==> config.mk <==
export PLATFORM = sky130hd
export DESIGN_NAME = dmem_arbiter
export DESIGN_NICKNAME = d
export VERILOG_FILES = /design/src/rtl/dmem_arbiter_pkg.sv /design/src/rtl/dmem_arbiter_rr_arb2.sv /design/src/rtl/dmem_arbiter.sv
export SDC_FILE = /design/constraint.sdc
export NUM_CORES = 1
export LEC_CHECK = 0
export CAP_MARGIN = 20
export CORE_ASPECT_RATIO = 1.1
export CORE_MARGIN = 2
export CORE_UTILIZATION = 42
export CTS_CLUSTER_SIZE = 25
export DETAILED_ROUTE_END_ITERATION = 10
export GPL_TIMING_DRIVEN = 0
export HOLD_SLACK_MARGIN = 0.12
export PLACE_DENSITY = 0.85
export SLEW_MARGIN = 10
export SYNTH_ARGS = -nofsm -noshare
export SYNTH_HDL_FRONTEND = slang
export SYNTH_SLANG_ARGS = --single-unit
==> constraint.sdc <==
create_clock -name clk -period 2.3 [get_ports clk]
set_input_delay 0.345 -clock clk [delete_from_list [all_inputs] [get_ports clk]]
set_output_delay 0.345 -clock clk [all_outputs]
set_load 0.02 [all_outputs]
==> src/rtl/dmem_arbiter_pkg.sv <==
// Shared definitions for the two-port data-memory arbiter: FSM encoding,
// port indices, default memory size and the address legality check.
package dmem_arbiter_pkg;

  typedef enum logic [1:0] {
    ST_IDLE  = 2'd0,
    ST_SERVE = 2'd1,
    ST_RESP  = 2'd2
  } state_t;

  localparam logic PORT0 = 1'b0;
  localparam logic PORT1 = 1'b1;

  localparam int MEM_BYTES_DEF = 256;

  // Word accesses must be aligned and must fit entirely inside the memory.
  function automatic logic addr_illegal(input logic [31:0] addr,
                                        input logic [31:0] last_word);
    return (addr[1:0] != 2'b00) || (addr > last_word);
  endfunction

endpackage

==> src/rtl/dmem_arbiter_rr_arb2.sv <==
// Two-way round-robin arbiter: masked request vector plus last-winner
// pointer in, one-hot grant out.
module rr_arb2 (
  input  logic [1:0] req,
  input  logic [1:0] mask,
  input  logic       last,
  output logic [1:0] grant
);

  logic [1:0] eligible;

  assign eligible = req & ~mask;

  // On contention, the port that did not win last time goes first.
  always_comb begin
    grant = eligible;
    if (eligible == 2'b11) begin
      grant = last ? 2'b01 : 2'b10;
    end
  end

endmodule

==> src/rtl/dmem_arbiter.sv <==
// Arbitrates CPU (port 0) and loader (port 1) word accesses onto a single
// data memory that writes on the falling clock edge and reads combinationally.
module dmem_arbiter
  import dmem_arbiter_pkg::*;
#(
  parameter int MEM_BYTES = MEM_BYTES_DEF
) (
  input  logic        clk,
  input  logic        rst,
  input  logic        req0,
  input  logic        req1,
  input  logic        we0,
  input  logic        we1,
  input  logic [31:0] addr0,
  input  logic [31:0] addr1,
  input  logic [31:0] wdata0,
  input  logic [31:0] wdata1,
  output logic        ack0,
  output logic        ack1,
  output logic        err0,
  output logic        err1,
  output logic [31:0] rdata0,
  output logic [31:0] rdata1,
  output logic        mem_en_write,
  output logic [31:0] mem_address,
  output logic [31:0] mem_data_i,
  input  logic [31:0] mem_data_o
);

  localparam logic [31:0] LAST_WORD = 32'(MEM_BYTES - 4);

  state_t      state;
  state_t      state_nxt;
  logic        last;
  logic [1:0]  mask;
  logic [1:0]  grant;
  logic        win;
  logic        we_q;
  logic [31:0] addr_q;
  logic [31:0] wdata_q;
  logic        err;
  logic [31:0] rd_val;

  rr_arb2 u_arb (
    .req   ({req1, req0}),
    .mask  (mask),
    .last  (last),
    .grant (grant)
  );

  assign err    = addr_illegal(addr_q, LAST_WORD);
  assign rd_val = (we_q || err) ? 32'd0 : mem_data_o;

  always_ff @(posedge clk) begin
    if (rst) begin
      state <= ST_IDLE;
    end else begin
      state <= state_nxt;
    end
  end

  always_comb begin
    state_nxt = state;
    case (state)
      ST_IDLE:  if (|grant) state_nxt = ST_SERVE;
      ST_SERVE: state_nxt = ST_RESP;
      ST_RESP:  state_nxt = ST_IDLE;
      default:  state_nxt = ST_IDLE;
    endcase
  end

  // rst gates the write strobe directly so a reset during SERVE also
  // suppresses the falling-edge write of that same cycle.
  always_comb begin
    mem_en_write = 1'b0;
    mem_address  = 32'd0;
    mem_data_i   = 32'd0;
    if (state == ST_SERVE) begin
      mem_en_write = we_q & ~err & ~rst;
      mem_address  = addr_q;
      mem_data_i   = wdata_q;
    end
  end

  // Request capture; last resets to PORT1 so the first contention favours port 0.
  always_ff @(posedge clk) begin
    if (rst) begin
      win     <= PORT0;
      we_q    <= 1'b0;
      addr_q  <= 32'd0;
      wdata_q <= 32'd0;
      last    <= PORT1;
      mask    <= 2'b00;
    end else begin
      mask <= 2'b00;
      if (state == ST_IDLE && (|grant)) begin
        win     <= grant[PORT1] ? PORT1 : PORT0;
        we_q    <= grant[PORT1] ? we1 : we0;
        addr_q  <= grant[PORT1] ? addr1 : addr0;
        wdata_q <= grant[PORT1] ? wdata1 : wdata0;
        last    <= grant[PORT1] ? PORT1 : PORT0;
      end
      // The port being acked now may still show its old req next cycle.
      if (state == ST_RESP) begin
        mask <= (win == PORT1) ? 2'b10 : 2'b01;
      end
    end
  end

  // Response registers, loaded on the SERVE->RESP edge.
  always_ff @(posedge clk) begin
    if (rst) begin
      ack0   <= 1'b0;
      ack1   <= 1'b0;
      err0   <= 1'b0;
      err1   <= 1'b0;
      rdata0 <= 32'd0;
      rdata1 <= 32'd0;
    end else begin
      ack0 <= 1'b0;
      ack1 <= 1'b0;
      err0 <= 1'b0;
      err1 <= 1'b0;
      if (state == ST_SERVE) begin
        if (win == PORT1) begin
          ack1   <= 1'b1;
          err1   <= err;
          rdata1 <= rd_val;
        end else begin
          ack0   <= 1'b1;
          err0   <= err;
          rdata0 <= rd_val;
        end
      end
    end
  end

endmodule

==> impl_metrics.toml, run 1 <==
[run_status]
status = "finished, final reports clean"

[timing]
whs_ns = 0.424
fin_ws_ns = 0.0889
maxSlewHeadroom = 0.463
worst_pin_slew_ns = 0.805
finalHoldViolCount = 0
fin_crit_sh = 0.961
max_freq_mhz = 452
fin_skew_ns = 0.00696
period_minus_slack_ns = 2.21
setup_violations = 0
fin_setup_tns_ns = 0
report.final.slew_viol_count = 0

[grt]
grt_antenna_before_repair = 0
overflow = 0
grt_pass1_vias = 6157
grt_max_degree = 17
track_usage = 0.256
grt_pass1_wl_mm = 32.5

[logic_synthesis]
yosys.area_share.xor_xnor = 0
synth_seq_cells = 139
synth_compound_area_frac = 0.200
synth_warnings = 0
syn_area_mm2 = 0.00655
synth.distinct_cells = 27
yosys.area.top_type = "dfxtp_1"
synth_top_family_by_area = "simple AND/OR/NAND/NOR gates"
synthMuxAreaShare = 0.0994
seq_area_frac_synth = 0.425
yosys.area_share.simple = 0.227
netlist_instances = 660
synthDominantCellAreaShare = 0.425
syn-num-nets = 826
yosys-top-cells-area = "dfxtp_1 (42%), o31ai_2 (11%), mux2i_1 (9.9%)"
synthAdderAreaFrac = 0
synth_area_per_cell_um2 = 9.92

[power_and_ir_drop]
power_frac_clock = 0.406
pwr-share-comb = 0.189
seqPwrFrac = 0.405
p_int_mw = 4.81
leakagePower_nw = 4.15
p_sw_frac = 0.263
switchingPower_mw = 1.72
powerDensity_mw_per_mm2 = 636
ir_drop_v = 0.000497
p_total_mw = 6.53

[floorplanning]
die_area_mm2 = 0.0166
rows = 47
initial_utilization = 0.432
io_pins = 299
die_x_um = 123
core_region_area_mm2 = 0.0152
die_y_um = 135

[min_path]
whs_path_depth = 2
hold-path-endpoint = "state[1]"
worst_hold_path_type = "primary input to register"
hp-start = "rst"

[setup_path]
reg2reg_to = "rdata1[3]"
startpoint_type = "register"
cp.arrival_ns = 1.87
rr_worst_depth = 6
r2r_start = "addr_q[31]"
worstPathMaxFanout = 10
worst_setup_path_end_kind = "primary output"
reg2reg_slack_ns = 0.17
crit_required_ns = 1.96
path_class = "register to primary output"

[finish]
fin_area_mm2 = 0.0103
regArea_mm2 = 0.00278
area_growth_pct = 56.7
nets = 1143
fillers = 1288
n_antenna_cell = 0
final_common_cell = "clkdlybuf4s50_1"
drive_gt1_frac = 0.138
multi_input_area_mm2 = 0.00346
final_cell_mix = "clkdlybuf4s50_1 (232), dfxtp_1 (139), nor2_1 (71)"

[cts]
cts.hold.buffers_added = 0
cts_sinks = 139
cts_root_buf = "clkbuf_16"
cts_tree = "yes"
cts_buffers = 17
htree_levels = 4
cts.path.max_buffers = 2
clk_pin_slew_ns = 0.05
worstSkewPairLatency_ns = 0.42

[placed_design]
placed_cell_area_mm2 = 0.00977
post-place-ws_ns = -0.370
numPortBuffers = 297
dp_hpwl_mm = 16.3
gp_congestion = 0.801

[route]
vias = 6174
drt-initial-drc-count = 255
routed_via_density = 5.21
drc = 0
firstDrtPassIters = 4
routedWlPerCell_um = 18.0
drt_wl_total_mm = 21.3
ant_nets = 0

[job]
maxCapViolations = 0
-- cell usage after synthesis --
cell      instances
a211oi_1         65
nand2b_1         33
nor3_1            3
o31ai_1           4
nor4b_1           1
o31ai_2          60
nor2_1           71
dfxtp_1         139
nor2b_1           4
buf_6             7
o21a_1            1
mux2i_1          65
or4_1             2
a21bo_1           1
and3_1            1
nor4_1            5
and2_1           65
nand4_1           1
o21ai_1           1
a211o_1           1
nand3b_1         64
o21ba_1           1
buf_1             3
buf_2             7
nor4bb_1          1
nand2_1           2
clkbuf_1         52
-- worst max-delay path: stages (launching register included) --
cell and delay, ns:
dfxtp_1 0.37, nor2b_4 0.19, clkbuf_8 0.19, clkbuf_2 0.21, and2_1 0.15, clkdlybuf4s15_1 0.33
-- sequential cells by signal, indices dropped and copies added, names as in the netlist --
signal	cells
rdata0	32
rdata1	32
wdata_q	32
addr_q	32
ack1	1
state	2
win	1
err0	1
we_q	1
last	1
mask	2
ack0	1
err1	1
-- worst max path at each step --
stage / start / slack, ns / cells after the start / to
2_1_floorplan: addr_q[19] / 0.40 / 5 / rdata1[21]
3_3_place_gp: state[0] / -0.37 / 5 / mem_data_i[28]
6_report: state[0] / 0.09 / 5 / mem_data_i[0]
5_1_grt: state[0] / -0.001 / 5 / mem_data_i[18]
4_1_cts: state[0] / 0.002 / 5 / mem_address[27]
3_5_place_dp: state[0] / -0.37 / 5 / mem_data_i[28]
-- stage by stage --
step,utilization,cells
finish,0.676,1184
global route,0.676,1184
CTS,0.679,1184
detailed placement,0.644,1153
global placement,0.644,1153
floorplan,-,660
-- metal layers --
layer / global-route usage / wire [um]
met1: 0.305 / 8560
met2: 0.440 / 10700
met3: 0.0650 / 1640
met5: 0 / 0
met4: 0.0941 / 410
-- area by class of cell --
class,instances,share of cell area
Multi-Input combinational cell,452,0.338
Clock inverter,8,0.00915
Timing Repair Buffer,298,0.279
Buffer,69,0.0334
Clock buffer,22,0.0462
Tap cell,196,0.0239
Sequential cell,139,0.271
-- power by group through the flow --
stage	sequential (mW)	combinational (mW)	clock, mW
floorplan	2.67	0.667	0
global placement	2.69	1.24	0
detailed placement	2.70	1.26	0
CTS	2.65	1.23	2.69
global route	2.66	1.34	2.78
finish	2.65	1.23	2.65
-- kinds of logic after synthesis --
logic type | after synthesis
AO/OA/AOI/OAI | 134
flip-flops | 139
buffers and inverters | 69
AND/OR/NAND/NOR | 253
multiplexers | 65
-- timing repair --
| action | in CTS | in global routing |
|---|---|---|
| pin swaps | 1 | 0 |
| buffers inserted | 1 | 0 |
| cloned | 0 | 0 |
| setup endpoints to repair | 65 | 61 |
| gates resized for setup | 89 | 55 |
No activity file was read; power rests on OpenSTA's default activity.
==> inputs of run 2 (changes only) <==
--- a/config.mk
+++ b/config.mk
@@ -8,12 +8,14 @@
 export CAP_MARGIN = 20
 export CORE_ASPECT_RATIO = 1.1
 export CORE_MARGIN = 2
-export CORE_UTILIZATION = 42
+export CORE_UTILIZATION = 43
+export CTS_BUF_LIST = sky130_fd_sc_hd__clkbuf_8
+export CTS_CLUSTER_DIAMETER = 30
 export CTS_CLUSTER_SIZE = 25
 export DETAILED_ROUTE_END_ITERATION = 10
 export GPL_TIMING_DRIVEN = 0
 export HOLD_SLACK_MARGIN = 0.12
-export PLACE_DENSITY = 0.85
+export PLACE_DENSITY = 0.87
 export SLEW_MARGIN = 10
 export SYNTH_ARGS = -nofsm -noshare
 export SYNTH_HDL_FRONTEND = slang
==> run 2 against run 1 <==
  * Clock skew up 0.0056 ns
  * Non-clock buffer count unchanged
  * Clock power is 22% lower
  * Combinational power about the same
  * Via count is 1.9% higher
  * Critical path type unchanged
  * Critical endpoint is now mem_en_write
  * Largest cell class unchanged
  * Largest power group unchanged
==> impl_metrics.toml, run 2 (synthesis results as in run 1) <==
[placed_design]
gp_congestion = 0.874
dp_hpwl_mm = 17.0
numPortBuffers = 297
post-place-ws_ns = -0.421
placed_cell_area_mm2 = 0.00977

[timing]
fin_skew_ns = 0.0125
whs_ns = 0.320
period_minus_slack_ns = 2.20
rsz0062_at_grt = "yes"
setup_violations = 0
finalHoldViolCount = 0
max_freq_mhz = 455
report.final.slew_viol_count = 0
maxSlewHeadroom = 0.476
fin_ws_ns = 0.101
worst_pin_slew_ns = 0.787
fin_crit_sh = 0.956

[power_and_ir_drop]
ir_drop_v = 0.000364
p_total_mw = 5.98
leakagePower_nw = 3.99
powerDensity_mw_per_mm2 = 592

[finish]
area_growth_pct = 54.0
drive_gt1_frac = 0.176
regArea_mm2 = 0.00279
fin_area_mm2 = 0.0101
nets = 1143
fillers = 1227
final_common_cell = "clkdlybuf4s50_1"
multi_input_area_mm2 = 0.00348
final_cell_mix = "clkdlybuf4s50_1 (232), dfxtp_1 (137), nor2_1 (71)"

[grt]
grt_pass1_vias = 6295
grt_pass1_wl_mm = 33.7
grt_antenna_before_repair = 1
overflow = 0
track_usage = 0.271
grt_max_degree = 17

[min_path]
hold-path-endpoint = "state[1]"
whs_path_depth = 2
worst_hold_path_type = "primary input to register"
hp-start = "rst"

[floorplanning]
die_x_um = 122
rows = 47
die_y_um = 133
initial_utilization = 0.437
core_region_area_mm2 = 0.0150
io_pins = 299
die_area_mm2 = 0.0162

[route]
firstDrtPassIters = 5
drc = 0
ant_nets = 0
routedWlPerCell_um = 18.6
routed_via_density = 5.30
drt-initial-drc-count = 312
drt_wl_total_mm = 22.1
vias = 6291

[setup_path]
worstPathMaxFanout = 3
startpoint_type = "register"
reg2reg_slack_ns = 0.19
path_class = "register to primary output"
crit_required_ns = 1.96
reg2reg_to = "rdata1[24]"
cp.arrival_ns = 1.85
r2r_start = "addr_q[30]"
rr_worst_depth = 6
worst_setup_path_end_kind = "primary output"

[cts]
worstSkewPairLatency_ns = 0.45
cts_buffers = 17
htree_levels = 4
cts.path.max_buffers = 2
cts_sinks = 139
cts_root_buf = "clkbuf_8"
clk_pin_slew_ns = 0.08
cts_tree = "yes"

[job]
maxCapViolations = 0

[run_status]
status = "finished, final reports clean"
==> run 2: changes by cell type in the layout (fill, tap and decap cells not counted), sizes merged <==
cell	change
buf	+1
bufinv	+1
clkbuf	+15
clkdlybuf4s15	+1
clkinv	-3
clkinvlp	+5
diode	+1
dlygate4sd2	-21
inv	+3
==> run 2: metrics by stage <==
step | instances | setup TNS [ns] | utilization
after global routing | 1187 | -0.0612 | 0.673
final | 1187 | 0 | 0.673
after detailed placement | 1153 | -26.08 | 0.651
after global placement | 1153 | -24.42 | 0.651
after CTS | 1186 | 0 | 0.683
after floorplan | 660 | 0 | -
==> run 2: layout make-up <==
type                       count  area share
antenna                        1    0.000248
buffer                        69      0.0347
clock buffer                  18      0.0246
clock inverter                14      0.0170
multi-input combinational    452       0.345
sequential                   139       0.276
tap                          196      0.0243
timing repair buffer         298       0.278
==> run 2: worst max-delay path, stage by stage (launching register included) <==
cell     delay [ns]
dfxtp_2        0.35
nor4_4         0.32
nand4_1        0.19
nor3_2         0.21
and3_1         0.20
buf_6          0.13
==> run 2: how the worst max path moves through the flow <==
| stage | startpoint | end | slack [ns] |
|---|---|---|---|
| final | addr_q[30] | mem_en_write | 0.10 |
| after global routing | addr_q[30] | mem_en_write | -0.06 |
| after CTS | state[0] | mem_address[18] | 0.001 |
| after detailed placement | req0 | addr_q[24] | -0.42 |
| after global placement | req0 | addr_q[24] | -0.40 |
| after floorplan | addr_q[19] | rdata1[21] | 0.40 |
==> run 2: power breakdown <==
part	internal (mW)	switching, mW	total (mW)
sequential	2.56	0.0960	2.65
clock	1.10	0.980	2.08
combinational	0.595	0.643	1.24
==> run 2: timing repair <==
action,CTS,global route
setup endpoints to repair,65,63
resized for setup,149,60
hold buffers,0,0
pin swaps,1,4
setup buffers,1,0
==> run 2: layer usage <==
layer | global-route usage | share of wire | vias up
li1 | - | - | 3001
met1 | 0.315 | 0.39 | 2991
met2 | 0.465 | 0.51 | 258
met3 | 0.0869 | 0.078 | 41
met4 | 0.0990 | 0.027 | 0
met5 | 0 | 0 | -
==> inputs of run 3 (changes only) <==
--- a/config.mk
+++ b/config.mk
@@ -8,15 +8,15 @@
 export CAP_MARGIN = 20
 export CORE_ASPECT_RATIO = 1.1
 export CORE_MARGIN = 2
-export CORE_UTILIZATION = 43
+export CORE_UTILIZATION = 42
 export CTS_BUF_LIST = sky130_fd_sc_hd__clkbuf_8
 export CTS_CLUSTER_DIAMETER = 30
 export CTS_CLUSTER_SIZE = 25
 export DETAILED_ROUTE_END_ITERATION = 10
 export GPL_TIMING_DRIVEN = 0
-export HOLD_SLACK_MARGIN = 0.12
-export PLACE_DENSITY = 0.87
-export SLEW_MARGIN = 10
+export PLACE_DENSITY = 0.86
+export SLEW_MARGIN = 40
 export SYNTH_ARGS = -nofsm -noshare
 export SYNTH_HDL_FRONTEND = slang
+export SYNTH_HIERARCHICAL = 1
 export SYNTH_SLANG_ARGS = --single-unit
==> run 3 against run 2 <==
  * The run now ends with negative setup slack left
  * Combinational power is 8% higher
  * Clock-buffer cell count increased by 1
  * Non-clock buffer count increased by 1
  * Sequential share of layout area rose by 0.50 points
  * Critical endpoint unchanged
  * Clock skew down 0.0012 ns
  * Largest power group unchanged
==> impl_metrics.toml, run 3 <==
[run_status]
status = "finished with violations"
failed_checks = "negative setup slack"

[setup_path]
path_class = "register to primary output"
worst-path-buf-inv = 1
cp_cell_sequence = "nor4_2 > nand4_1 > nor3_2 > and3_1 > buf_6"
slowest_delay_ns = 0.35
cp.arrival_ns = 1.97
crit_required_ns = 1.96
crit_family = "simple AND/OR/NAND/NOR gates"
worstPathMaxFanout = 3
startpoint_type = "register"
worst_setup_path_end_kind = "primary output"
cp_slowest_cell = "dfxtp_1"

[timing]
whs_ns = 0.356
fin_setup_tns_ns = -0.0102
period_minus_slack_ns = 2.31
worst_pin_slew_ns = 0.788
fin_crit_sh = 1.00
report.final.slew_viol_count = 0
max_freq_mhz = 433
fin_skew_ns = 0.0114
rsz0062_at_grt = "yes"
setup_violations = 1
fin_ws_ns = -0.0102
finalHoldViolCount = 0
maxSlewHeadroom = 0.475

[placed_design]
gp_congestion = 0.836
dp_hpwl_mm = 17.3
post-place-ws_ns = -0.559
placed_cell_area_mm2 = 0.00949
numPortBuffers = 297

[cts]
worstSkewPairLatency_ns = 0.45
cts.path.max_buffers = 2
cts_tree = "yes"
cts.hold.buffers_added = 0
cts_sinks = 139
clk_pin_slew_ns = 0.08
cts_root_buf = "clkbuf_8"
cts_buffers = 17
htree_levels = 4

[power_and_ir_drop]
switchingPower_mw = 1.76
powerDensity_mw_per_mm2 = 638
pwr-share-comb = 0.212
p_sw_frac = 0.279
power_frac_clock = 0.362
p_total_mw = 6.32
seqPwrFrac = 0.426
ir_drop_v = 0.000403
p_int_mw = 4.56
leakagePower_nw = 3.73

[logic_synthesis]
netlist_instances = 661
yosys-top-cells-count = "dfxtp_1 (139), nor2_1 (70), a211oi_1 (65), mux2i_1 (65)"
seq_area_frac_synth = 0.443
yosys.area_share.simple = 0.239
postSynth.asyncResetShare = 0
yosys.area.top_type = "dfxtp_1"
yosys.area_share.xor_xnor = 0
synth_top_family_by_area = "simple AND/OR/NAND/NOR gates"
synthMuxAreaShare = 0.104
synth.distinct_cells = 27
synth_area_per_cell_um2 = 9.50
synthAdderAreaFrac = 0
synthDominantCellAreaShare = 0.443
synth_warnings = 6
syn-num-nets = 827
synth_edf_count = 0
synth_seq_cells = 139
yosys-top-cells-area = "dfxtp_1 (44%), mux2i_1 (10%), a211oi_1 (7.8%)"
syn_area_mm2 = 0.00628
ys_dominant_reg_cell = "dfxtp_1"
synth_compound_area_frac = 0.163
yosys.cell_count.top_type = "dfxtp_1"

[finish]
drive_gt1_frac = 0.109
fin_area_mm2 = 0.00991
final_common_cell = "clkdlybuf4s50_1"
n_antenna_cell = 0
nets = 1144
final_cell_mix = "clkdlybuf4s50_1 (232), dfxtp_1 (137), nor2_1 (70), mux2i_1 (65), a211oi_1 (65)"
area_growth_pct = 57.8

[floorplanning]
io_pins = 299
core_region_area_mm2 = 0.0145
rows = 46
initial_utilization = 0.433
die_y_um = 132
die_x_um = 121
die_area_mm2 = 0.0159

[grt]
grt_pass1_vias = 6320
track_usage = 0.277
overflow = 0
grt_max_degree = 17
grt_pass1_wl_mm = 34.1
grt_antenna_before_repair = 1

[route]
routed_via_density = 5.23
firstDrtPassIters = 5
routedWlPerCell_um = 19.1
drc = 0
vias = 6190
ant_nets = 0
drt_wl_total_mm = 22.5
drt-initial-drc-count = 342

[job]
maxCapViolations = 0

[min_path]
worst_hold_path_type = "primary input to register"
==> run 3: cell count changes after synthesis, moves of 2 or more <==
cell	previous run	this run
o31ai_2	60	4
or4_1	2	0
or4_4	0	2
buf_2	7	2
o31ai_1	4	60
buf_1	3	8
==> run 3: layer usage <==
| layer | wire length, um | GRT usage | vias up |
|---|---|---|---|
| met3 | 1930 | 0.0999 | 43 |
| met4 | 594 | 0.105 | 2 |
| met5 | 11 | 0 | - |
| met2 | 11600 | 0.491 | 241 |
| li1 | - | - | 3004 |
| met1 | 8380 | 0.300 | 2900 |
==> run 3: cell families after synthesis <==
family,Yosys count
AOI/OAI and AO/OA,134
buffers and inverters,70
DFF,139
muxes,65
and+or+nand+nor,253
==> run 3: worst register-to-register path, delay by kind of cell, from the launching register on <==
kind,cells,cell delay [ns]
compound gates,2,0.24
buf+inv,3,0.93
flops,1,0.31
mux,1,0.39
simple gates,1,0.17
==> run 3: power groups by stage <==
| stage | registers, mW | clock network [mW] | logic (mW) |
|---|---|---|---|
| after floorplan | 2.71 | 0 | 0.723 |
| after global placement | 2.73 | 0 | 1.32 |
| after detailed placement | 2.74 | 0 | 1.35 |
| after CTS | 2.69 | 2.31 | 1.34 |
| after global routing | 2.71 | 2.41 | 1.44 |
| final | 2.70 | 2.29 | 1.34 |
==> run 3: repair_timing <==
action | 4_1_cts | 5_1_grt
setup buffers | 1 | 1
resized for setup | 149 | 52
pin swaps | 1 | 4
setup endpoints to repair | 89 | 126
==> run 3: path summary, 6_finish.rpt <==
path	start	to	slack (ns)	depth (start not counted)
setup / recovery	addr_q[31]	mem_en_write	-0.01	5
hold / removal	rst	state[1]	0.36	2
setup reg to reg	mask[1]	addr_q[29]	0.12	7
hold reg to reg	state[0]	mask[0]	0.44	1
==> run 3: metrics by stage <==
step            util  std cells
2_1_floorplan      -        661
3_3_place_gp   0.654       1150
3_5_place_dp   0.654       1150
4_1_cts        0.689       1183
5_1_grt        0.683       1183
6_report       0.683       1183
==> run 3: cell type report <==
type / instances / area, um^2
fillers: 1163 / 4600
multi-input cells: 452 / 3210
repair buffers: 299 / 2870
flip-flops and latches: 139 / 2790
plain buffers: 69 / 347
clock buffers: 19 / 262
well taps: 192 / 240
clock inverters: 13 / 198
